==> src/rtl/leaf_packet_tx_pkg.sv <==
// Shared BFT leaf definitions: packet field widths, packet layout and transmit FSM encoding.
package leaf_packet_tx_pkg;

  localparam int unsigned PAYLOAD_W    = 32;
  localparam int unsigned LEAF_W       = 5;
  localparam int unsigned PORT_W       = 4;
  localparam int unsigned ADDR_W       = 7;
  localparam int unsigned PACKET_W     = 1 + LEAF_W + PORT_W + ADDR_W + PAYLOAD_W;
  localparam int unsigned CREDIT_W     = 9;
  localparam int unsigned UPD_W        = 8;
  localparam int unsigned FIFO_DEPTH   = 4;
  localparam int unsigned INIT_CRED_DEF = 128;

  typedef enum logic [1:0] {
    ST_IDLE = 2'b00,
    ST_SEND = 2'b01,
    ST_HOLD = 2'b10
  } tx_state_e;

  // Field order gives bit positions: vld[48] leaf[47:43] port[42:39] addr[38:32] payload[31:0]
  typedef struct packed {
    logic                 vld;
    logic [LEAF_W-1:0]    leaf;
    logic [PORT_W-1:0]    port;
    logic [ADDR_W-1:0]    addr;
    logic [PAYLOAD_W-1:0] payload;
  } packet_t;

endpackage

==> src/rtl/leaf_packet_tx_if.sv <==
// User-side word handshake, credit return and BFT-side packet bus of the leaf transmitter.
interface leaf_packet_tx_if
  import leaf_packet_tx_pkg::*;
#(
  parameter int unsigned PACKET_BITS   = PACKET_W,
  parameter int unsigned PAYLOAD_BITS  = PAYLOAD_W,
  parameter int unsigned NUM_LEAF_BITS = LEAF_W,
  parameter int unsigned NUM_PORT_BITS = PORT_W
) ();

  logic [PAYLOAD_BITS-1:0]  din_leaf_user2interface;
  logic                     vld_user2interface;
  logic                     ack_interface2user;
  logic [NUM_LEAF_BITS-1:0] dest_leaf;
  logic [NUM_PORT_BITS-1:0] dest_port;
  logic                     credit_upd_vld;
  logic [UPD_W-1:0]         credit_upd_cnt;
  logic                     resend;
  logic [PACKET_BITS-1:0]   dout_leaf_interface2bft;

  modport master (
    output din_leaf_user2interface, vld_user2interface, dest_leaf, dest_port,
    output credit_upd_vld, credit_upd_cnt, resend,
    input  ack_interface2user, dout_leaf_interface2bft
  );

  modport slave (
    input  din_leaf_user2interface, vld_user2interface, dest_leaf, dest_port,
    input  credit_upd_vld, credit_upd_cnt, resend,
    output ack_interface2user, dout_leaf_interface2bft
  );

endinterface

==> src/rtl/leaf_tx_fifo.sv <==
// First-word-fall-through FIFO holding {leaf, port, payload} entries awaiting transmission.
module leaf_tx_fifo #(
  parameter int unsigned WIDTH = 41,
  parameter int unsigned DEPTH = 4
) (
  input  logic             clk,
  input  logic             reset,
  input  logic             push,
  input  logic [WIDTH-1:0] wdata,
  input  logic             pop,
  output logic [WIDTH-1:0] rdata,
  output logic             empty,
  output logic             full
);

  localparam int unsigned PTR_W = (DEPTH > 1) ? $clog2(DEPTH) : 1;
  localparam int unsigned CNT_W = $clog2(DEPTH + 1);

  logic [WIDTH-1:0] mem [DEPTH];
  logic [PTR_W-1:0] wr_ptr, rd_ptr;
  logic [CNT_W-1:0] count;

  function automatic logic [PTR_W-1:0] ptr_inc(input logic [PTR_W-1:0] p);
    return (p == PTR_W'(DEPTH - 1)) ? '0 : p + PTR_W'(1);
  endfunction

  always_ff @(posedge clk) begin
    if (push) mem[wr_ptr] <= wdata;
  end

  always_ff @(posedge clk) begin
    if (reset) begin
      wr_ptr <= '0;
      rd_ptr <= '0;
      count  <= '0;
    end else begin
      if (push) wr_ptr <= ptr_inc(wr_ptr);
      if (pop)  rd_ptr <= ptr_inc(rd_ptr);
      unique case ({push, pop})
        2'b10:   count <= count + CNT_W'(1);
        2'b01:   count <= count - CNT_W'(1);
        default: count <= count;
      endcase
    end
  end

  assign rdata = mem[rd_ptr];
  assign empty = (count == '0);
  assign full  = (count == CNT_W'(DEPTH));

endmodule

==> src/rtl/leaf_packet_tx.sv <==
// Leaf packet transmitter: queues user words, tags them with a rolling address and sends them
// onto the BFT under receiver credit control, re-driving a packet while the receiver drops it.
module leaf_packet_tx
  import leaf_packet_tx_pkg::*;
#(
  parameter int unsigned PACKET_BITS   = PACKET_W,
  parameter int unsigned PAYLOAD_BITS  = PAYLOAD_W,
  parameter int unsigned NUM_LEAF_BITS = LEAF_W,
  parameter int unsigned NUM_PORT_BITS = PORT_W,
  parameter int unsigned NUM_ADDR_BITS = ADDR_W,
  parameter int unsigned INIT_CREDITS  = INIT_CRED_DEF
) (
  input  logic            clk,
  input  logic            reset,
  leaf_packet_tx_if.slave bus
);

  localparam int unsigned ENTRY_W = PAYLOAD_BITS + NUM_LEAF_BITS + NUM_PORT_BITS;
  localparam int unsigned SUM_W   = CREDIT_W + 1;

  tx_state_e                state_q, state_d;
  logic [CREDIT_W-1:0]      credits_q, credits_d;
  logic [SUM_W-1:0]         credit_sum;
  logic [NUM_ADDR_BITS-1:0] wptr_q;
  logic [PACKET_BITS-1:0]   out_q, out_d;
  logic [ENTRY_W-1:0]       head, entry_in;
  logic                     fifo_empty, fifo_full;
  logic                     can_send, send, push;
  packet_t                  pkt;

  assign entry_in = {bus.dest_leaf, bus.dest_port, bus.din_leaf_user2interface};
  assign can_send = !fifo_empty && (credits_q != '0);
  // A full FIFO may still accept when the head leaves in the same cycle.
  assign push     = !reset && bus.vld_user2interface && (!fifo_full || send);

  assign bus.ack_interface2user      = push;
  assign bus.dout_leaf_interface2bft = out_q;

  leaf_tx_fifo #(
    .WIDTH (ENTRY_W),
    .DEPTH (FIFO_DEPTH)
  ) u_fifo (
    .clk   (clk),
    .reset (reset),
    .push  (push),
    .wdata (entry_in),
    .pop   (send),
    .rdata (head),
    .empty (fifo_empty),
    .full  (fifo_full)
  );

  // State register: IDLE = bus empty, SEND = fresh packet on bus, HOLD = packet being re-driven.
  always_ff @(posedge clk) begin
    if (reset) state_q <= ST_IDLE;
    else       state_q <= state_d;
  end

  always_comb begin
    state_d = state_q;
    unique case (state_q)
      ST_IDLE: if (can_send) state_d = ST_SEND;
      ST_SEND, ST_HOLD: begin
        if (bus.resend)    state_d = ST_HOLD;
        else if (can_send) state_d = ST_SEND;
        else               state_d = ST_IDLE;
      end
      default: state_d = ST_IDLE;
    endcase
  end

  always_comb begin
    send  = 1'b0;
    out_d = '0;
    pkt.vld     = 1'b1;
    pkt.leaf    = LEAF_W'(head[ENTRY_W-1 -: NUM_LEAF_BITS]);
    pkt.port    = PORT_W'(head[PAYLOAD_BITS +: NUM_PORT_BITS]);
    pkt.addr    = ADDR_W'(wptr_q);
    pkt.payload = PAYLOAD_W'(head[PAYLOAD_BITS-1:0]);
    unique case (state_q)
      ST_IDLE: send = can_send;
      ST_SEND, ST_HOLD: begin
        if (bus.resend) out_d = out_q;
        else            send  = can_send;
      end
      default: send = 1'b0;
    endcase
    if (send) out_d = PACKET_BITS'(pkt);
  end

  // Credits: one spent per fresh packet, returns added, capped at the receiver buffer size.
  assign credit_sum = SUM_W'(credits_q) - SUM_W'(send)
                    + (bus.credit_upd_vld ? SUM_W'(bus.credit_upd_cnt) : SUM_W'(0));
  assign credits_d  = (credit_sum > SUM_W'(INIT_CREDITS)) ? CREDIT_W'(INIT_CREDITS)
                                                          : credit_sum[CREDIT_W-1:0];

  always_ff @(posedge clk) begin
    if (reset) begin
      out_q     <= '0;
      wptr_q    <= '0;
      credits_q <= CREDIT_W'(INIT_CREDITS);
    end else begin
      out_q     <= out_d;
      credits_q <= credits_d;
      if (send) wptr_q <= wptr_q + NUM_ADDR_BITS'(1);
    end
  end

endmodule

==> src/flat_wrapper.sv <==
// flat-port wrapper written by rule: the top's interface ports become plain ports
module leaf_packet_tx_flat import leaf_packet_tx_pkg::*;
#(
  parameter int unsigned PACKET_BITS   = PACKET_W,
  parameter int unsigned PAYLOAD_BITS  = PAYLOAD_W,
  parameter int unsigned NUM_LEAF_BITS = LEAF_W,
  parameter int unsigned NUM_PORT_BITS = PORT_W,
  parameter int unsigned NUM_ADDR_BITS = ADDR_W,
  parameter int unsigned INIT_CREDITS  = INIT_CRED_DEF
)
  (clk, reset, bus_din_leaf_user2interface, bus_vld_user2interface, bus_dest_leaf, bus_dest_port, bus_credit_upd_vld, bus_credit_upd_cnt, bus_resend, bus_ack_interface2user, bus_dout_leaf_interface2bft);
  leaf_packet_tx_if #(.PACKET_BITS(PACKET_BITS), .PAYLOAD_BITS(PAYLOAD_BITS), .NUM_LEAF_BITS(NUM_LEAF_BITS), .NUM_PORT_BITS(NUM_PORT_BITS)) bus_i ();
  input  logic clk;
  input  logic reset;
  input wire logic [$bits(bus_i.din_leaf_user2interface)-1:0] bus_din_leaf_user2interface;
  input wire logic [$bits(bus_i.vld_user2interface)-1:0] bus_vld_user2interface;
  input wire logic [$bits(bus_i.dest_leaf)-1:0] bus_dest_leaf;
  input wire logic [$bits(bus_i.dest_port)-1:0] bus_dest_port;
  input wire logic [$bits(bus_i.credit_upd_vld)-1:0] bus_credit_upd_vld;
  input wire logic [$bits(bus_i.credit_upd_cnt)-1:0] bus_credit_upd_cnt;
  input wire logic [$bits(bus_i.resend)-1:0] bus_resend;
  output wire logic [$bits(bus_i.ack_interface2user)-1:0] bus_ack_interface2user;
  output wire logic [$bits(bus_i.dout_leaf_interface2bft)-1:0] bus_dout_leaf_interface2bft;
  assign bus_i.din_leaf_user2interface = bus_din_leaf_user2interface;
  assign bus_i.vld_user2interface = bus_vld_user2interface;
  assign bus_i.dest_leaf = bus_dest_leaf;
  assign bus_i.dest_port = bus_dest_port;
  assign bus_i.credit_upd_vld = bus_credit_upd_vld;
  assign bus_i.credit_upd_cnt = bus_credit_upd_cnt;
  assign bus_i.resend = bus_resend;
  assign bus_ack_interface2user = bus_i.ack_interface2user;
  assign bus_dout_leaf_interface2bft = bus_i.dout_leaf_interface2bft;
  leaf_packet_tx #(.PACKET_BITS(PACKET_BITS), .PAYLOAD_BITS(PAYLOAD_BITS), .NUM_LEAF_BITS(NUM_LEAF_BITS), .NUM_PORT_BITS(NUM_PORT_BITS), .NUM_ADDR_BITS(NUM_ADDR_BITS), .INIT_CREDITS(INIT_CREDITS)) u_core (.clk(clk), .reset(reset), .bus(bus_i));
endmodule
==> config.mk <==
export PLATFORM = sky130hd
export DESIGN_NAME = leaf_packet_tx_flat
export DESIGN_NICKNAME = d
export VERILOG_FILES = /design/src/rtl/leaf_packet_tx_pkg.sv /design/src/rtl/leaf_packet_tx_if.sv /design/src/rtl/leaf_tx_fifo.sv /design/src/rtl/leaf_packet_tx.sv /design/src/flat_wrapper.sv
export SDC_FILE = /design/constraint.sdc
export NUM_CORES = 1
export LEC_CHECK = 0
export CAP_MARGIN = 20
export CORE_ASPECT_RATIO = 1.25
export CORE_MARGIN = 3
export CORE_UTILIZATION = 55
export DETAILED_ROUTE_END_ITERATION = 12
export PLACE_DENSITY = 0.87
export SLEW_MARGIN = 5
export SYNTH_ARGS = -nofsm -noshare
export SYNTH_HDL_FRONTEND = slang
export SYNTH_SLANG_ARGS = --single-unit
==> constraint.sdc <==
create_clock -name clk -period 3.8 [get_ports clk]
set_input_delay 0.76 -clock clk [delete_from_list [all_inputs] [get_ports clk]]
set_output_delay 0.76 -clock clk [all_outputs]
set_load 0.1 [all_outputs]
==> flow_metrics.tcl, run 1 <==
set metrics [dict create \
    power.leakage_nw 3.893 \
    fmax_ghz 0.2836 \
    clock_sinks 240 \
    clock_latency_ps 510 \
    die_area_um2 18860 \
    place_ws_ps -77.90 \
    final_common_cell "edfxtp_1" \
    place_hpwl_um 12480 \
    gp_congestion 0.7450 \
    num_vias 5717 \
    die_x_um 123.4 \
    final_core_util 0.6797 \
    p_per_area_nw_per_um2 811.6 \
    drt_iter0_markers 534 \
    htreeDepth 1 \
    rsz0062_at_grt "false" \
    clk_pin_slew_ps 60 \
    vdd_drop_max_mv 0.5481 \
    cp_slowest_cell "or3b_2" \
    hold_viol 0 \
    synth_cells 655 \
    setup_tns_ps 0 \
    coreArea_um2 16840 \
    synthFlopType "edfxtp_1" \
    avgSynthCellArea_um2 14.47 \
    cts_buffer_depth 3 \
    first_global_vias 6079 \
    layout_worst_path_cycle_share 0.9278 \
    gr-total-overflow 0 \
    dpl-instance-area_um2 10750 \
    antenna_found_initial 2 \
    criticalPathCategory "in2out" \
    syn_to_final_growth_pct 20.76 \
    crit_arrival_ps 2770 \
    wl_per_cell_um 20.07 \
    initial_core_util 0.5628 \
    fin_area_um2 11450 \
    ant_nets 0 \
    ys_async_sr_fraction 0 \
    max_slew_margin 0.2599 \
    crit_fanout 59 \
    period_minus_slack_ps 3526 \
    numPlacedInstances 951 \
    slew_viol_final 0 \
    grt_pass1_wl_um 31730 \
    dr.pass1.iters 7 \
    vias_per_cell 5.757 \
    status "complete, no violations" \
    synth.cell_area_um2 9480 \
    grt_util_all_layers 0.2179 \
    hold_buffers 0 \
    cts_root_buffer "clkbuf_16" \
    total_power_mw 9.292 \
    grt_max_degree 67 \
    synth_nets 736 \
    hold_slack_ps 462.3 \
    wirelength_um 19930 \
    synth_warnings 0 \
    setup_viol 0 \
    io_buffers 103 \
    die_height_um 152.8 \
    fin_worst_skew_ps 14.09 \
    cts_resized 0 \
    row_count 53 \
    post-cts-setup-buffer-count 0 \
    tightest_slew_ps 1110 \
    drc 0 \
    cp-start-kind "primary input" \
    yosysUniqueCellTypes 51 \
    cts_tree "done" \
    worstPathCellList "clkdlybuf4s50_1 -> inv_1 -> a21oi_1 -> or3b_2 -> buf_4 -> a31oi_2 -> buf_12" \
    synth-seq-cells 240 \
    final_cell_mix "edfxtp_1 (164), clkdlybuf4s50_1 (101), dfxtp_1 (74)" \
    hp-class "reg2reg" \
    fin_nets 836 \
    cts_made_buffers 22 \
    fin_cells 993 \
    drv_cap 0 \
    drive_gt1_frac 0.1284 \
    required_ps 3040 \
    fin_ws_ps 274.4 \
    end_kind "output pin" \
    seq_area_frac_synth 0.6800 \
    pin_count 104 \
    cpPeakStageDelay_ps 470 \
    synth_edf_count 164 \
]
-- worst max-delay path: cells and delay by family --
family	cells	cell delay, ps
compound gates	2	470
buf+inv	4	1040
simple gates	1	470
-- cell usage after synthesis, drive strengths merged, types with 2 or more instances --
library cell / instances / area share
a211oi: 3 / 0.0024
nor2: 24 / 0.0095
xor2: 9 / 0.0083
and2: 8 / 0.0053
mux4: 41 / 0.097
inv: 34 / 0.013
mux2i: 2 / 0.0021
nand2: 67 / 0.027
a21oi: 60 / 0.032
o21ai: 2 / 0.0011
nand2b: 3 / 0.0020
mux2: 2 / 0.0028
clkbuf: 19 / 0.0075
nand4: 2 / 0.0013
nand3: 56 / 0.030
a21o: 3 / 0.0024
and3: 4 / 0.0026
dfxtp: 76 / 0.16
buf: 18 / 0.011
edfxtp: 164 / 0.52
a31oi: 2 / 0.0020
nor3: 3 / 0.0016
o31ai: 2 / 0.0016
ha: 25 / 0.033
xnor2: 4 / 0.0037
and4: 2 / 0.0018
fa: 2 / 0.0042
-- logic make-up after synthesis --
group	Yosys count	synth area share
DFF	240	0.6800
adders and majority gates	27	0.03722
other	1	0.0003956
buffers and inverters	71	0.03233
and+or+nand+nor	175	0.08486
AOI/OAI and AO/OA	83	0.05095
muxes	45	0.1023
xor gates and xnor gates	13	0.01201
-- path summary, 6_finish.rpt --
path                                               start                                endpoint  slack (ps)  depth (start not counted)
setup / recovery                              bus_resend                  bus_ack_interface2user         270                          7
hold / removal    u_core.bus.dout_leaf_interface2bft[48]  u_core.bus.dout_leaf_interface2bft[48]         460                          2
setup reg to reg                       u_core.state_q[0]                     u_core.credits_q[6]         440                         16
hold reg to reg   u_core.bus.dout_leaf_interface2bft[48]  u_core.bus.dout_leaf_interface2bft[48]         460                          2
-- final cells by class --
| cell class | count | area, um^2 |
|---|---|---|
| Antenna cell | 2 | 5.005 |
| Sequential cell | 240 | 6451 |
| Fill cell | 1145 | 5395 |
| Tap cell | 220 | 275.3 |
| Clock buffer | 24 | 558.0 |
| Multi-Input combinational cell | 344 | 2734 |
| Inverter | 34 | 127.6 |
| Timing Repair Buffer | 113 | 1161 |
| Clock inverter | 16 | 136.4 |
-- flip-flops by register name, summed over array words and instances (netlist names), named ones only --
name                                cells
u_core.u_fifo.mem                     164
u_core.bus.dout_leaf_interface2bft     49
u_core.state_q                          2
u_core.u_fifo.wr_ptr                    2
u_core.credits_q                        9
u_core.u_fifo.rd_ptr                    2
u_core.wptr_q                           7
u_core.u_fifo.count                     3
-- where the power goes --
group          internal (mW)  switching [mW]  total [mW]
sequential              3.16           0.329        3.49
clock                   1.20           0.913        2.11
combinational           1.19            2.50        3.69
-- per-layer routing --
metal | vias up | global-route usage | share of wire
li1 | 2632 | - | -
met1 | 2805 | 0.2700 | 0.37
met2 | 234 | 0.3779 | 0.54
met3 | 46 | 0.02934 | 0.057
met4 | 0 | 0.09710 | 0.036
met5 | - | 0 | 0
Power figures use the tool's default switching activity.
==> run 2: changes to the inputs <==
--- a/config.mk
+++ b/config.mk
@@ -10,7 +10,8 @@
 export CORE_MARGIN = 3
 export CORE_UTILIZATION = 55
 export DETAILED_ROUTE_END_ITERATION = 12
-export PLACE_DENSITY = 0.87
+export GPL_ROUTABILITY_DRIVEN = 1
+export PLACE_DENSITY_LB_ADDON = 0.25
 export SLEW_MARGIN = 5
 export SYNTH_ARGS = -nofsm -noshare
 export SYNTH_HDL_FRONTEND = slang
==> run 2 against run 1 <==
Register-to-register slack got worse by 70 ps; die area is the same; first-iteration DRC count fell by 28%; critical path depth did not move; worst hold slack lost 6.2 ps; via count shrank 0.94%; global-route usage down 1.4 points; total power increased by 0.82%; cell count rose by 0.30%; critical path type is now reg2out.
==> flow_metrics.tcl, run 2 (same netlist as run 1, synthesis figures left out) <==
set metrics [dict create \
    grt_pass1_wl_um 30160 \
    gr-total-overflow 0 \
    clock_sinks 240 \
    setup_tns_ps 0 \
    die_x_um 123.4 \
    pin_count 104 \
    wl_per_cell_um 18.91 \
    final_common_cell "edfxtp_1" \
    cts_buffer_depth 3 \
    p_per_area_nw_per_um2 814.0 \
    dpl-instance-area_um2 10760 \
    gp_congestion 0.8122 \
    vias_per_cell 5.686 \
    crit_fanout 59 \
    clkPwrFrac 0.231 \
    initial_core_util 0.5628 \
    hp-class "reg2reg" \
    power.leakage_nw 3.927 \
    crit_arrival_ps 2740 \
    dr.pass1.iters 5 \
    syn_to_final_growth_pct 21.39 \
    antenna_cells 0 \
    grt_max_degree 67 \
    cts_made_buffers 23 \
    hold_buffers 0 \
    htreeDepth 1 \
    first_global_vias 5945 \
    grt_util_all_layers 0.2038 \
    hold_viol 0 \
    cts_resized 0 \
    tightest_slew_ps 1055 \
    place_hpwl_um 11390 \
    final_cell_mix "edfxtp_1 (164), clkdlybuf4s50_1 (101), dfxtp_1 (74)" \
    largest_reg_flops 164 \
    max_slew_margin 0.2968 \
    fin_nets 840 \
    status "complete, no violations" \
    total_power_mw 9.368 \
    wirelength_um 18840 \
    slew_viol_final 0 \
    drive_gt1_frac 0.1314 \
    vdd_drop_max_mv 0.6163 \
    end_kind "output pin" \
    cts_root_buffer "clkbuf_16" \
    cts_tree "done" \
    drc 0 \
    criticalPathCategory "reg2out" \
    fmax_ghz 0.2860 \
    drt_iter0_markers 383 \
    antenna_found_initial 0 \
    cp-start-kind "flop" \
    required_ps 3040 \
    drv_cap 0 \
    seq_power_share 0.367 \
    rsz0062_at_grt "false" \
    post-cts-setup-buffer-count 0 \
    die_height_um 152.8 \
    clock_latency_ps 510 \
    fin_area_um2 11510 \
    row_count 53 \
    ant_nets 0 \
    setup_viol 0 \
    top_register "u_core.u_fifo.mem" \
    pwr-share-comb 0.402 \
    coreArea_um2 16840 \
    io_buffers 103 \
    fillers 1177 \
    fin_worst_skew_ps 20.24 \
    p_sw_frac 0.4018 \
    internal-power_mw 5.604 \
    layout_worst_path_cycle_share 0.9203 \
    num_vias 5663 \
    period_minus_slack_ps 3497 \
    clk_pin_slew_ps 60 \
    hold_slack_ps 456.1 \
    netSwitchingPower_mw 3.764 \
    die_area_um2 18860 \
]
## run 2: worst paths after layout
path	slack, ps	depth (start not counted)	to	startpoint
min reg2reg	460	2	u_core.bus.dout_leaf_interface2bft[48]	u_core.bus.dout_leaf_interface2bft[48]
max reg2reg	370	16	u_core.credits_q[4]	u_core.state_q[1]
max	300	7	bus_ack_interface2user	u_core.state_q[1]
min	460	2	u_core.bus.dout_leaf_interface2bft[48]	u_core.bus.dout_leaf_interface2bft[48]
## run 2: cell type report
class / instances / area, um^2 / share of cell area
Multi-Input combinational cell: 344 / 2734 / 0.2376
Inverter: 34 / 127.6 / 0.01109
Clock buffer: 32 / 639.4 / 0.05556
Sequential cell: 240 / 6451 / 0.5606
Tap cell: 220 / 275.3 / 0.02392
Clock inverter: 10 / 77.57 / 0.006741
Timing Repair Buffer: 116 / 1204 / 0.1046
## run 2: power by group through the flow
| stage | Clock [mW] | Combinational, mW | Sequential [mW] |
|---|---|---|---|
| 4_1_cts | 2.21 | 3.73 | 3.48 |
| 3_3_place_gp | 0 | 3.59 | 3.51 |
| 3_5_place_dp | 0 | 3.71 | 3.53 |
| 5_1_grt | 2.30 | 4.03 | 3.49 |
| 2_1_floorplan | 0 | 1.92 | 4.43 |
| 6_report | 2.16 | 3.76 | 3.44 |
## run 2: per-stage QoR
stage	setup slack (ps)	cells	util
detailed placement	-98.24	953	0.6391
finish	303.0	996	0.6833
global route	136.3	996	0.6833
global placement	47.25	953	0.6391
CTS	295.1	995	0.6816
floorplan	159.1	655	-
## run 2: worst max-delay path, stage by stage, from the launching register on
cell and delay [ps]:
dfxtp_1 370, inv_1 80, ha_1 300, a21oi_1 70
or3b_2 470, buf_4 360, a31oi_2 360, buf_12 210
## run 2: layer usage
layer | GRT usage | share of wire | vias up
met5 | 0 | 0 | -
met3 | 0.03193 | 0.060 | 28
met1 | 0.2597 | 0.40 | 2811
met4 | 0.05805 | 0.015 | 0
li1 | - | - | 2633
met2 | 0.3590 | 0.53 | 191
